`src/rtl/get_ins_multi.sv`:
```
// get_ins_multi: per-layer instruction fetch front end for DLA64.
// Each layer begins with NUM_INS configuration words, which are captured into instr_code.
// After the last of them, start_reg pulses for one cycle. The payload that follows is then
// passed straight through to the downstream reader until a word with TLAST is consumed.
// The block then re-arms for the next layer by itself and counts how many layers it has started.
module get_ins_multi #(
    parameter int TBITS   = 64,
    parameter int TBYTE   = 8,
    parameter int NUM_INS = 3,
    parameter int LCNT_W  = 8
) (
    input  logic                     clk,
    input  logic                     reset,
    input  logic [TBITS-1:0]         fifo_data_din,
    input  logic [TBYTE-1:0]         fifo_strb_din,
    input  logic                     fifo_last_din,
    input  logic                     fifo_empty_n_din,
    output logic                     fifo_read_dout,
    output logic [TBITS-1:0]         ds_data,
    output logic [TBYTE-1:0]         ds_strb,
    output logic                     ds_last,
    output logic                     ds_empty_n,
    input  logic                     ds_read,
    output logic [NUM_INS*TBITS-1:0] instr_code,
    output logic                     instr_valid,
    output logic                     start_reg,
    output logic                     layer_done,
    output logic                     err_short,
    output logic [LCNT_W-1:0]        layer_cnt
);

    localparam int IDX_W = (NUM_INS > 1) ? $clog2(NUM_INS) : 1;
    localparam logic [IDX_W-1:0] LAST_IDX = IDX_W'(NUM_INS - 1);

    typedef enum logic [2:0] {
        ST_IDLE   = 3'd0,
        ST_LOAD   = 3'd1,
        ST_START  = 3'd2,
        ST_STREAM = 3'd3,
        ST_DONE   = 3'd4
    } state_t;

    state_t                   state_r;
    state_t                   state_nxt_s;
    logic [IDX_W-1:0]         idx_r;
    logic [NUM_INS*TBITS-1:0] instr_code_r;
    logic                     instr_valid_r;
    logic                     start_reg_r;
    logic                     layer_done_r;
    logic                     err_short_r;
    logic [LCNT_W-1:0]        layer_cnt_r;

    logic                     load_enter_s;   // IDLE -> LOAD transition this cycle
    logic                     load_acc_s;     // instruction word accepted this cycle
    logic                     load_final_s;   // accepted word completes the instruction set
    logic                     load_short_s;   // TLAST arrived before the set was complete
    logic                     stream_acc_s;   // payload word handed to downstream this cycle
    logic                     pop_s;

    // Next-state decode and the pop/acceptance strobes for each state
    always_comb begin
        state_nxt_s  = state_r;
        load_enter_s = 1'b0;
        load_acc_s   = 1'b0;
        load_final_s = 1'b0;
        load_short_s = 1'b0;
        stream_acc_s = 1'b0;
        pop_s        = 1'b0;
        case (state_r)
            ST_IDLE: begin
                if (fifo_empty_n_din) begin
                    state_nxt_s  = ST_LOAD;
                    load_enter_s = 1'b1;
                end else begin
                    state_nxt_s  = ST_IDLE;
                end
            end
            ST_LOAD: begin
                pop_s = fifo_empty_n_din;
                if (fifo_empty_n_din) begin
                    load_acc_s = 1'b1;
                    if (idx_r == LAST_IDX) begin
                        // TLAST on the final instruction word is a normal capture
                        load_final_s = 1'b1;
                        state_nxt_s  = ST_START;
                    end else if (fifo_last_din) begin
                        load_short_s = 1'b1;
                        state_nxt_s  = ST_IDLE;
                    end else begin
                        state_nxt_s  = ST_LOAD;
                    end
                end else begin
                    state_nxt_s = ST_LOAD;
                end
            end
            ST_START: begin
                state_nxt_s = ST_STREAM;
            end
            ST_STREAM: begin
                stream_acc_s = ds_read & fifo_empty_n_din;
                pop_s        = stream_acc_s;
                if (stream_acc_s && fifo_last_din) begin
                    state_nxt_s = ST_DONE;
                end else begin
                    state_nxt_s = ST_STREAM;
                end
            end
            ST_DONE: begin
                state_nxt_s = ST_IDLE;
            end
            default: begin
                state_nxt_s = ST_IDLE;
            end
        endcase
    end

    // Zero-latency payload pass-through, forced to zero outside STREAM
    always_comb begin
        ds_data    = {TBITS{1'b0}};
        ds_strb    = {TBYTE{1'b0}};
        ds_last    = 1'b0;
        ds_empty_n = 1'b0;
        if (state_r == ST_STREAM) begin
            ds_data    = fifo_data_din;
            ds_strb    = fifo_strb_din;
            ds_last    = fifo_last_din;
            ds_empty_n = fifo_empty_n_din;
        end else begin
            ds_data    = {TBITS{1'b0}};
            ds_strb    = {TBYTE{1'b0}};
            ds_last    = 1'b0;
            ds_empty_n = 1'b0;
        end
    end

    // State register
    always_ff @(posedge clk) begin
        if (reset) begin
            state_r <= ST_IDLE;
        end else begin
            state_r <= state_nxt_s;
        end
    end

    // Instruction index: cleared on LOAD entry, advances on each non-final accepted word
    always_ff @(posedge clk) begin
        if (reset) begin
            idx_r <= {IDX_W{1'b0}};
        end else if (load_enter_s) begin
            idx_r <= {IDX_W{1'b0}};
        end else if (load_acc_s && !load_final_s && !load_short_s) begin
            idx_r <= idx_r + IDX_W'(1);
        end else begin
            idx_r <= idx_r;
        end
    end

    // Instruction capture: the accepted word goes into the slot selected by idx_r
    always_ff @(posedge clk) begin
        if (reset) begin
            instr_code_r <= {(NUM_INS*TBITS){1'b0}};
        end else begin
            for (int k = 0; k < NUM_INS; k++) begin
                if (load_acc_s && (idx_r == IDX_W'(k))) begin
                    instr_code_r[k*TBITS +: TBITS] <= fifo_data_din;
                end
            end
        end
    end

    // instr_valid drops on LOAD entry and rises once the set is committed in START
    always_ff @(posedge clk) begin
        if (reset) begin
            instr_valid_r <= 1'b0;
        end else if (load_enter_s) begin
            instr_valid_r <= 1'b0;
        end else if (state_r == ST_START) begin
            instr_valid_r <= 1'b1;
        end else begin
            instr_valid_r <= instr_valid_r;
        end
    end

    // Layer counter: one increment per START, wrapping naturally
    always_ff @(posedge clk) begin
        if (reset) begin
            layer_cnt_r <= {LCNT_W{1'b0}};
        end else if (state_r == ST_START) begin
            layer_cnt_r <= layer_cnt_r + LCNT_W'(1);
        end else begin
            layer_cnt_r <= layer_cnt_r;
        end
    end

    // Registered one-cycle pulses: start/done coincide with their states, err follows the bad word
    always_ff @(posedge clk) begin
        if (reset) begin
            start_reg_r  <= 1'b0;
            layer_done_r <= 1'b0;
            err_short_r  <= 1'b0;
        end else begin
            start_reg_r  <= (state_nxt_s == ST_START);
            layer_done_r <= (state_nxt_s == ST_DONE);
            err_short_r  <= load_short_s;
        end
    end

    assign fifo_read_dout = pop_s;
    assign instr_code     = instr_code_r;
    assign instr_valid    = instr_valid_r;
    assign start_reg      = start_reg_r;
    assign layer_done     = layer_done_r;
    assign err_short      = err_short_r;
    assign layer_cnt      = layer_cnt_r;

endmodule
```
`config.mk`:
```
export PLATFORM = sky130hd
export DESIGN_NAME = get_ins_multi
export DESIGN_NICKNAME = d
export VERILOG_FILES = /design/src/rtl/get_ins_multi.sv
export SDC_FILE = /design/constraint.sdc
export NUM_CORES = 1
export LEC_CHECK = 0
export ABC_AREA = 1
export ABC_CLOCK_PERIOD_IN_PS = 3000
export BUFFER_PORTS_ARGS = -buffer_cell sky130_fd_sc_hd__buf_2
export CAP_MARGIN = 0
export CORE_ASPECT_RATIO = 1.75
export CORE_MARGIN = 10
export CORE_UTILIZATION = 48
export DETAILED_ROUTE_END_ITERATION = 12
export PLACE_DENSITY = 0.87
export SKIP_CTS_REPAIR_TIMING = 1
export SYNTH_ARGS = -nofsm -noshare
export SYNTH_HDL_FRONTEND = slang
export SYNTH_SLANG_ARGS = --single-unit
```
`constraint.sdc`:
```
create_clock -name clk -period 3 [get_ports clk]
set_input_delay 0.9 -clock clk [delete_from_list [all_inputs] [get_ports clk]]
set_output_delay 0.9 -clock clk [all_outputs]
set_load 0.1 [all_outputs]
```
# Word level (Yosys, flattened, before mapping)
# Cells that the tools add are included.
# word_totals
input_bits,77
out_inout_bits,279
ff_bits,209
# classes
n_eq_ne,7
bitwise,1
muxes,21
add_sub_neg,2
n_reduce_logical,11
# op_table
operator,n
2-to-1 mux 64 bit,1
2-to-1 mux 1 bit,14
case mux 3 bit (4 select lines),1
"== test 3 x 2 -> 1 bit, second input constant",3
"adder 8 x 1 -> 8 bit, second input constant",1
2-to-1 mux 8 bit,1
logical AND 1 bit,6
2-to-1 mux 3 bit,2
"== test 3 x 1 -> 1 bit, second input constant",1
"== test 3 bit, second input constant",1
zero test 3 bit,1
"adder 2 x 1 -> 2 bit, second input constant",1
"== test 2 x 1 -> 1 bit, second input constant",1
"== test 2 bit, second input constant",1
zero test 1 bit,2
zero test 2 bit,1
2-to-1 mux 2 bit,1
case mux 1 bit (2 select lines),1
OR reduction 2 bit,1
bitwise AND 1 bit,1

# Logic depth before layout (Yosys ltp)
# Gate-level depths: netlist (run 1).
# logic_depth
ltp_word,7
mapped_depth,8
depth_no_buf,7

# Worst setup path after synthesis (run 1)
# No wires, ideal clock.
# synth_path
path_kind,input to output
from,in ds_read
to,out fifo_read_dout
required_ns,2.100
path_buffers,0
path_slack_ns,-0.939
t_arrival_ns,3.039
cell_stages,2
path_cell_list,nand2_1 -> o21ai_0
# synth_between
elab_chain_cells,2
# synth_rtl
item,line,text
"start, declared",23,"input logic ds_read,"
bitwise AND 1 bit,100,stream_acc_s = ds_read & fifo_empty_n_din;
case mux 1 bit (2 select lines),69,case (state_r)
"end, declared",18,"output logic fifo_read_dout,"
# Every way passes these cells.

# Worst setup path after layout (run 1)
# layout_path
from,reg state_r[0]
to,out ds_data[25]
# layout_between
elab_chain_cells,2
# layout_rtl
item,line,text
"start, declared",43,state_t state_r;
"start signal, assigned",141,state_r <= state_nxt_s;
== test 3 x 2 -> 1 bit,-,
2-to-1 mux 64 bit,123,if (state_r == ST_STREAM) begin
"end, declared",19,"output logic [TBITS-1:0] ds_data,"
# Every way passes these cells.

==> impl_metrics.env, run 1 <==
export IMPL_grt_pass1_vias=8285
export IMPL_syn_nets=1135
export IMPL_ant_nets=0
export IMPL_grt_pass1_wl_mm=45.4
export IMPL_overflow=0
export IMPL_whs_ps=458
export IMPL_finalSetupTns_ps=0
export IMPL_dieArea_um2=22400
export IMPL_cts_root_buffer="clkbuf_16"
export IMPL_worst_path_max_fanout=23
export IMPL_viasPerCell=5.36
export IMPL_hold_viol_final=0
export IMPL_worstSkewPairLatency_ps=480
export IMPL_fp_dieH_um=191
export IMPL_maxSlewHeadroom=0.549
export IMPL_ir_worst_vdd_mv=0.531
export IMPL_end_kind="output port"
export IMPL_start_util=0.489
export IMPL_ys_types=21
export IMPL_post_route_period_util=0.965
export IMPL_max_freq_ghz=0.345
export IMPL_fin_util=0.687
export IMPL_crit_type="reg -> out"
export IMPL_antenna_found_initial=1
export IMPL_place_congestion=0.899
export IMPL_n_fill_cell=1264
export IMPL_worst_slew_pin_transition_ps=677
export IMPL_synthCells=1054
export IMPL_first_iter_violations=620
export IMPL_fin_total_pwr_uw=5770
export IMPL_largest_reg_flops=192
export IMPL_max_cap_violations=0
export IMPL_ys_seq_elements=209
export IMPL_finalSetupViolations=0
export IMPL_cts_buffers=19
export IMPL_avgSynthCellArea_um2=7.59
export IMPL_port_buffers=355
export IMPL_fin_skew_ps=10.3
export IMPL_finalNetCount=1443
export IMPL_cts_tree="yes"
export IMPL_dp_hpwl_mm=21.2
export IMPL_start_kind="register"
export IMPL_cellPowerDensity_nw_per_um2=513
export IMPL_clk_path_buf_depth=3
export IMPL_wl_per_cell_um=19.1
export IMPL_slew_viol_final=0
export IMPL_core_um2=16400
export IMPL_yosysWarnings=0
export IMPL_period_needed_ps=2900
export IMPL_rows=62
export IMPL_yosysSeqAreaShare=0.523
export IMPL_grt_total_usage=0.247
export IMPL_crit_required_ps=2100
export IMPL_synthesis_area_um2=8000
export IMPL_critPathArrivalTime_ps=2000
export IMPL_via_count=8554
export IMPL_rsz0062_at_grt="false"
export IMPL_design_portCount=356
export IMPL_grt_max_degree=134
export IMPL_syn_to_final_growth_pct=40.6
export IMPL_layout_drive_gt1_share=0.332
export IMPL_htreeDepth=1
export IMPL_dr_pass1_iters=5
export IMPL_drcViolationCount=0
export IMPL_die_w_um=118
export IMPL_drt_total_wl_mm=30.5
export IMPL_clkSlewWorstSetupHoldPaths_ps=70
export IMPL_p_leak_uw=0.00526
export IMPL_outcome="finished, final reports clean"
export IMPL_cts_sinks=209
export IMPL_hp_class="reg -> reg"
-- through the flow --
stage / area [µm²] / setup slack, ps / std cells
2_1_floorplan: 8100 / -127 / 1054
3_3_place_gp: 10500 / 301 / 1563
3_5_place_dp: 10500 / 335 / 1563
4_1_cts: 11100 / -185 / 1594
5_1_grt: 11200 / 29.7 / 1597
6_report: 11200 / 105 / 1597
-- Yosys cell counts --
cell        n  area (µm²)
nor4_1      1        6.26
nor2_4      1        11.3
nand3_2     1        10.0
dfxtp_1   209        4180
clkinv_1    1        3.75
clkbuf_1   42         158
o21ai_0    68         340
nand2_1   157         589
nor2_1     91         342
buf_1       4        15.0
inv_1      93         349
nand4_1     5        31.3
o21bai_1    1        7.51
a21oi_1   199         996
buf_4       9        67.6
nor3_1      2        10.0
buf_2      29         145
inv_2       3        11.3
o211ai_1    1        7.51
nand3_1   133         666
ha_1        4        50.1
-- final cells by class --
| class | count | area (µm²) | share of cell area |
|---|---|---|---|
| Timing Repair Buffer | 370 | 2620 | 0.233 |
| Clock buffer | 25 | 538 | 0.0478 |
| Multi-Input combinational cell | 665 | 3220 | 0.287 |
| Tap cell | 224 | 280 | 0.0249 |
| Sequential cell | 209 | 4190 | 0.372 |
| Inverter | 97 | 364 | 0.0324 |
| Clock inverter | 6 | 33.8 | 0.00300 |
| Antenna cell | 1 | 2.50 | 0.000222 |
-- final timing paths --
path / start / end / slack [ps] / cells past startpoint
setup / recovery: state_r[0]$_SDFF_PP0_ / ds_data[25] / 100 / 6
hold / removal: instr_code[12]$_SDFFE_PP0P_ / instr_code[12]$_SDFFE_PP0P_ / 460 / 2
setup reg to reg: state_r[1]$_SDFF_PP0_ / instr_code[45]$_SDFFE_PP0P_ / 850 / 8
hold reg to reg: instr_code[12]$_SDFFE_PP0P_ / instr_code[12]$_SDFFE_PP0P_ / 460 / 2
-- critical path, stage by stage, from the launching register on --
cell	delay [ps]
dfxtp_2	350
inv_1	100
nor2_4	230
nand2_8	190
buf_16	250
nor2_2	170
buf_12	200
-- layer usage --
metal / track usage / wire length [µm] / part of all wire
met1: 0.266 / 10800 / 0.35
met3: 0.0626 / 2540 / 0.083
met4: 0.123 / 1530 / 0.050
met5: 0 / 0 / 0
met2: 0.439 / 15600 / 0.51
-- power by group --
group	internal [µW]	switching (µW)
clock	1260	1010
sequential	2810	19.8
combinational	123	537
-- cell families (layout without fill, tap and decap cells) --
logic type / Yosys count / after routing / synth area share
and+or+nand+nor: 391 / 392 / 0.208
AOI/OAI and AO/OA: 269 / 269 / 0.169
DFF: 209 / 209 / 0.523
buffers and inverters: 181 / 498 / 0.0937
adders and majority gates: 4 / 4 / 0.00626
other: 0 / 1 / 0
-- cell usage in the layout, fill, tap and decap left out, drive strengths merged --
master	synthesis	layout
nand4	5	5
nand2	157	158
nor3	2	2
clkinv	1	6
nor2	92	92
inv	96	97
buf	42	336
clkbuf	42	59
o211ai	1	1
dfxtp	209	209
nand3	134	134
diode	0	1
o21ai	68	68
o21bai	1	1
a21oi	199	199
ha	4	4
nor4	1	1
No activity file was read; power rests on OpenSTA's default activity.
==> run 2: changes to the inputs <==
--- a/config.mk
+++ b/config.mk
@@ -13,7 +13,7 @@
 export CORE_MARGIN = 10
 export CORE_UTILIZATION = 48
 export DETAILED_ROUTE_END_ITERATION = 12
-export PLACE_DENSITY = 0.87
+export PLACE_DENSITY = 0.85
 export SKIP_CTS_REPAIR_TIMING = 1
 export SYNTH_ARGS = -nofsm -noshare
 export SYNTH_HDL_FRONTEND = slang
==> run 2 against run 1 <==
  * Die area did not move
  * Combinational power barely moved
  * Via count fell by 0.34%
  * Critical path type unchanged
  * Highest routed layer is now met5
==> impl_metrics.env, run 2 (synthesized netlist as in run 1, its figures left out) <==
export IMPL_outcome="finished, final reports clean"
export IMPL_cpPeakStageDelay_ps=360
export IMPL_cp_slowest_cell="dfxtp_1"
export IMPL_first_iter_violations=578
export IMPL_hp_class="reg -> reg"
export IMPL_critPathArrivalTime_ps=2030
export IMPL_period_needed_ps=2930
export IMPL_drt_total_wl_mm=29.6
export IMPL_start_kind="register"
export IMPL_grt_pass1_vias=8243
export IMPL_largest_reg_flops=192
export IMPL_htreeDepth=1
export IMPL_clkSlewWorstSetupHoldPaths_ps=60
export IMPL_n_fill_cell=1371
export IMPL_fin_util=0.662
export IMPL_worstSkewPairLatency_ps=490
export IMPL_cellPowerDensity_nw_per_um2=546
export IMPL_place_congestion=0.882
export IMPL_ant_nets=0
export IMPL_via_count=8525
export IMPL_dieArea_um2=22400
export IMPL_cts_buffers=19
export IMPL_drcViolationCount=0
export IMPL_fin_area_um2=10800
export IMPL_crit_type="reg -> out"
export IMPL_slew_viol_final=0
export IMPL_end_kind="output port"
export IMPL_cts_tree="yes"
export IMPL_wl_per_cell_um=18.5
export IMPL_design_portCount=356
export IMPL_antenna_found_initial=3
export IMPL_finalSetupViolations=0
export IMPL_worst_slew_pin_transition_ps=764
export IMPL_layout_common_cells="buf_2 (290), dfxtp_1 (209), a21oi_1 (199)"
export IMPL_viasPerCell=5.33
export IMPL_crit_path_frequent_cell="nor2_1"
export IMPL_clk_path_buf_depth=3
export IMPL_dr_pass1_iters=5
export IMPL_place_inst=1565
export IMPL_post_route_period_util=0.975
export IMPL_cts_sinks=209
export IMPL_layout_drive_gt1_share=0.330
export IMPL_rows=62
export IMPL_max_cap_violations=0
export IMPL_grt_pass1_wl_mm=44.6
export IMPL_fin_skew_ps=24.0
export IMPL_grt_total_usage=0.239
export IMPL_finalNetCount=1444
export IMPL_crit_chain="inv_1 > nor2_1 > nand2_4 > buf_16 > nor2_1 > buf_4"
export IMPL_ir_worst_vdd_mv=0.449
export IMPL_max_freq_ghz=0.342
export IMPL_start_util=0.489
export IMPL_grt_max_degree=134
export IMPL_overflow=0
export IMPL_placed_area_um2=10000
export IMPL_p_leak_uw=0.00520
export IMPL_core_um2=16400
export IMPL_dp_hpwl_mm=20.7
export IMPL_fp_dieH_um=191
export IMPL_syn_to_final_growth_pct=35.5
export IMPL_die_w_um=118
export IMPL_port_buffers=355
export IMPL_hold_viol_final=0
export IMPL_maxSlewHeadroom=0.491
export IMPL_final_common_cell="buf_2"
export IMPL_cts_root_buffer="clkbuf_16"
export IMPL_worst_path_max_fanout=60
export IMPL_layout_cells_non_filler=1600
export IMPL_crit_required_ps=2100
export IMPL_whs_ps=458
==> run 2: cell types whose count changed in the layout (fill, tap and decap cells not counted), sizes merged <==
cell    previous run  this run
buf              336       360
bufinv             0         1
clkbuf            59        40
clkinv             6         1
diode              1         3
inv               97        98
nand2            158       157
==> run 2: layout make-up <==
| type | count | area (µm²) | share of cell area |
|---|---|---|---|
| flip-flops and latches | 209 | 4180 | 0.386 |
| well taps | 224 | 280 | 0.0259 |
| multi-input cells | 664 | 3200 | 0.295 |
| diodes | 3 | 7.51 | 0.000693 |
| clock inverters | 3 | 43.8 | 0.00404 |
| inverters | 97 | 364 | 0.0336 |
| repair buffers | 372 | 2200 | 0.203 |
| clock buffers | 28 | 569 | 0.0525 |
==> run 2: where the power goes <==
group	internal (µW)	leakage (µW)	total [µW]	switching, µW
registers	2810	0.00169	2830	20.0
logic	125	0.00321	658	533
clock network	1400	0.000303	2420	1030
==> run 2: final timing paths <==
path,slack [ps],end,from,cells past startpoint
worst max register to register,970,instr_code[110]$_SDFFE_PP0P_,state_r[1]$_SDFF_PP0_,8
worst min register to register,460,instr_code[67]$_SDFFE_PP0P_,instr_code[67]$_SDFFE_PP0P_,2
worst max-delay path,70,ds_data[63],state_r[0]$_SDFF_PP0_,6
worst min-delay path,460,instr_code[67]$_SDFFE_PP0P_,instr_code[67]$_SDFFE_PP0P_,2
==> run 2: metrics by stage <==
stage | power [µW] | setup TNS (ps) | worst slack [ps]
after floorplan | 3360 | -4170 | -127
after global placement | 3540 | 0 | 381
after detailed placement | 3550 | 0 | 372
after CTS | 5950 | -7680 | -163
after global routing | 6090 | -172 | -93.1
final | 5910 | 0 | 74.9
==> run 2: worst max-delay path: cells and delay by family, from the launching register on <==
| kind | cells | cell delay, ps |
|---|---|---|
| simple gates | 3 | 470 |
| flops | 1 | 360 |
| buf+inv | 3 | 650 |
==> run 2: routing by layer <==
metal | vias up | global-route usage | routed length (µm)
li1 | 4051 | - | -
met1 | 3960 | 0.263 | 10700
met2 | 420 | 0.417 | 15100
met3 | 92 | 0.0620 | 2310
met4 | 2 | 0.123 | 1540
met5 | - | 0 | 13
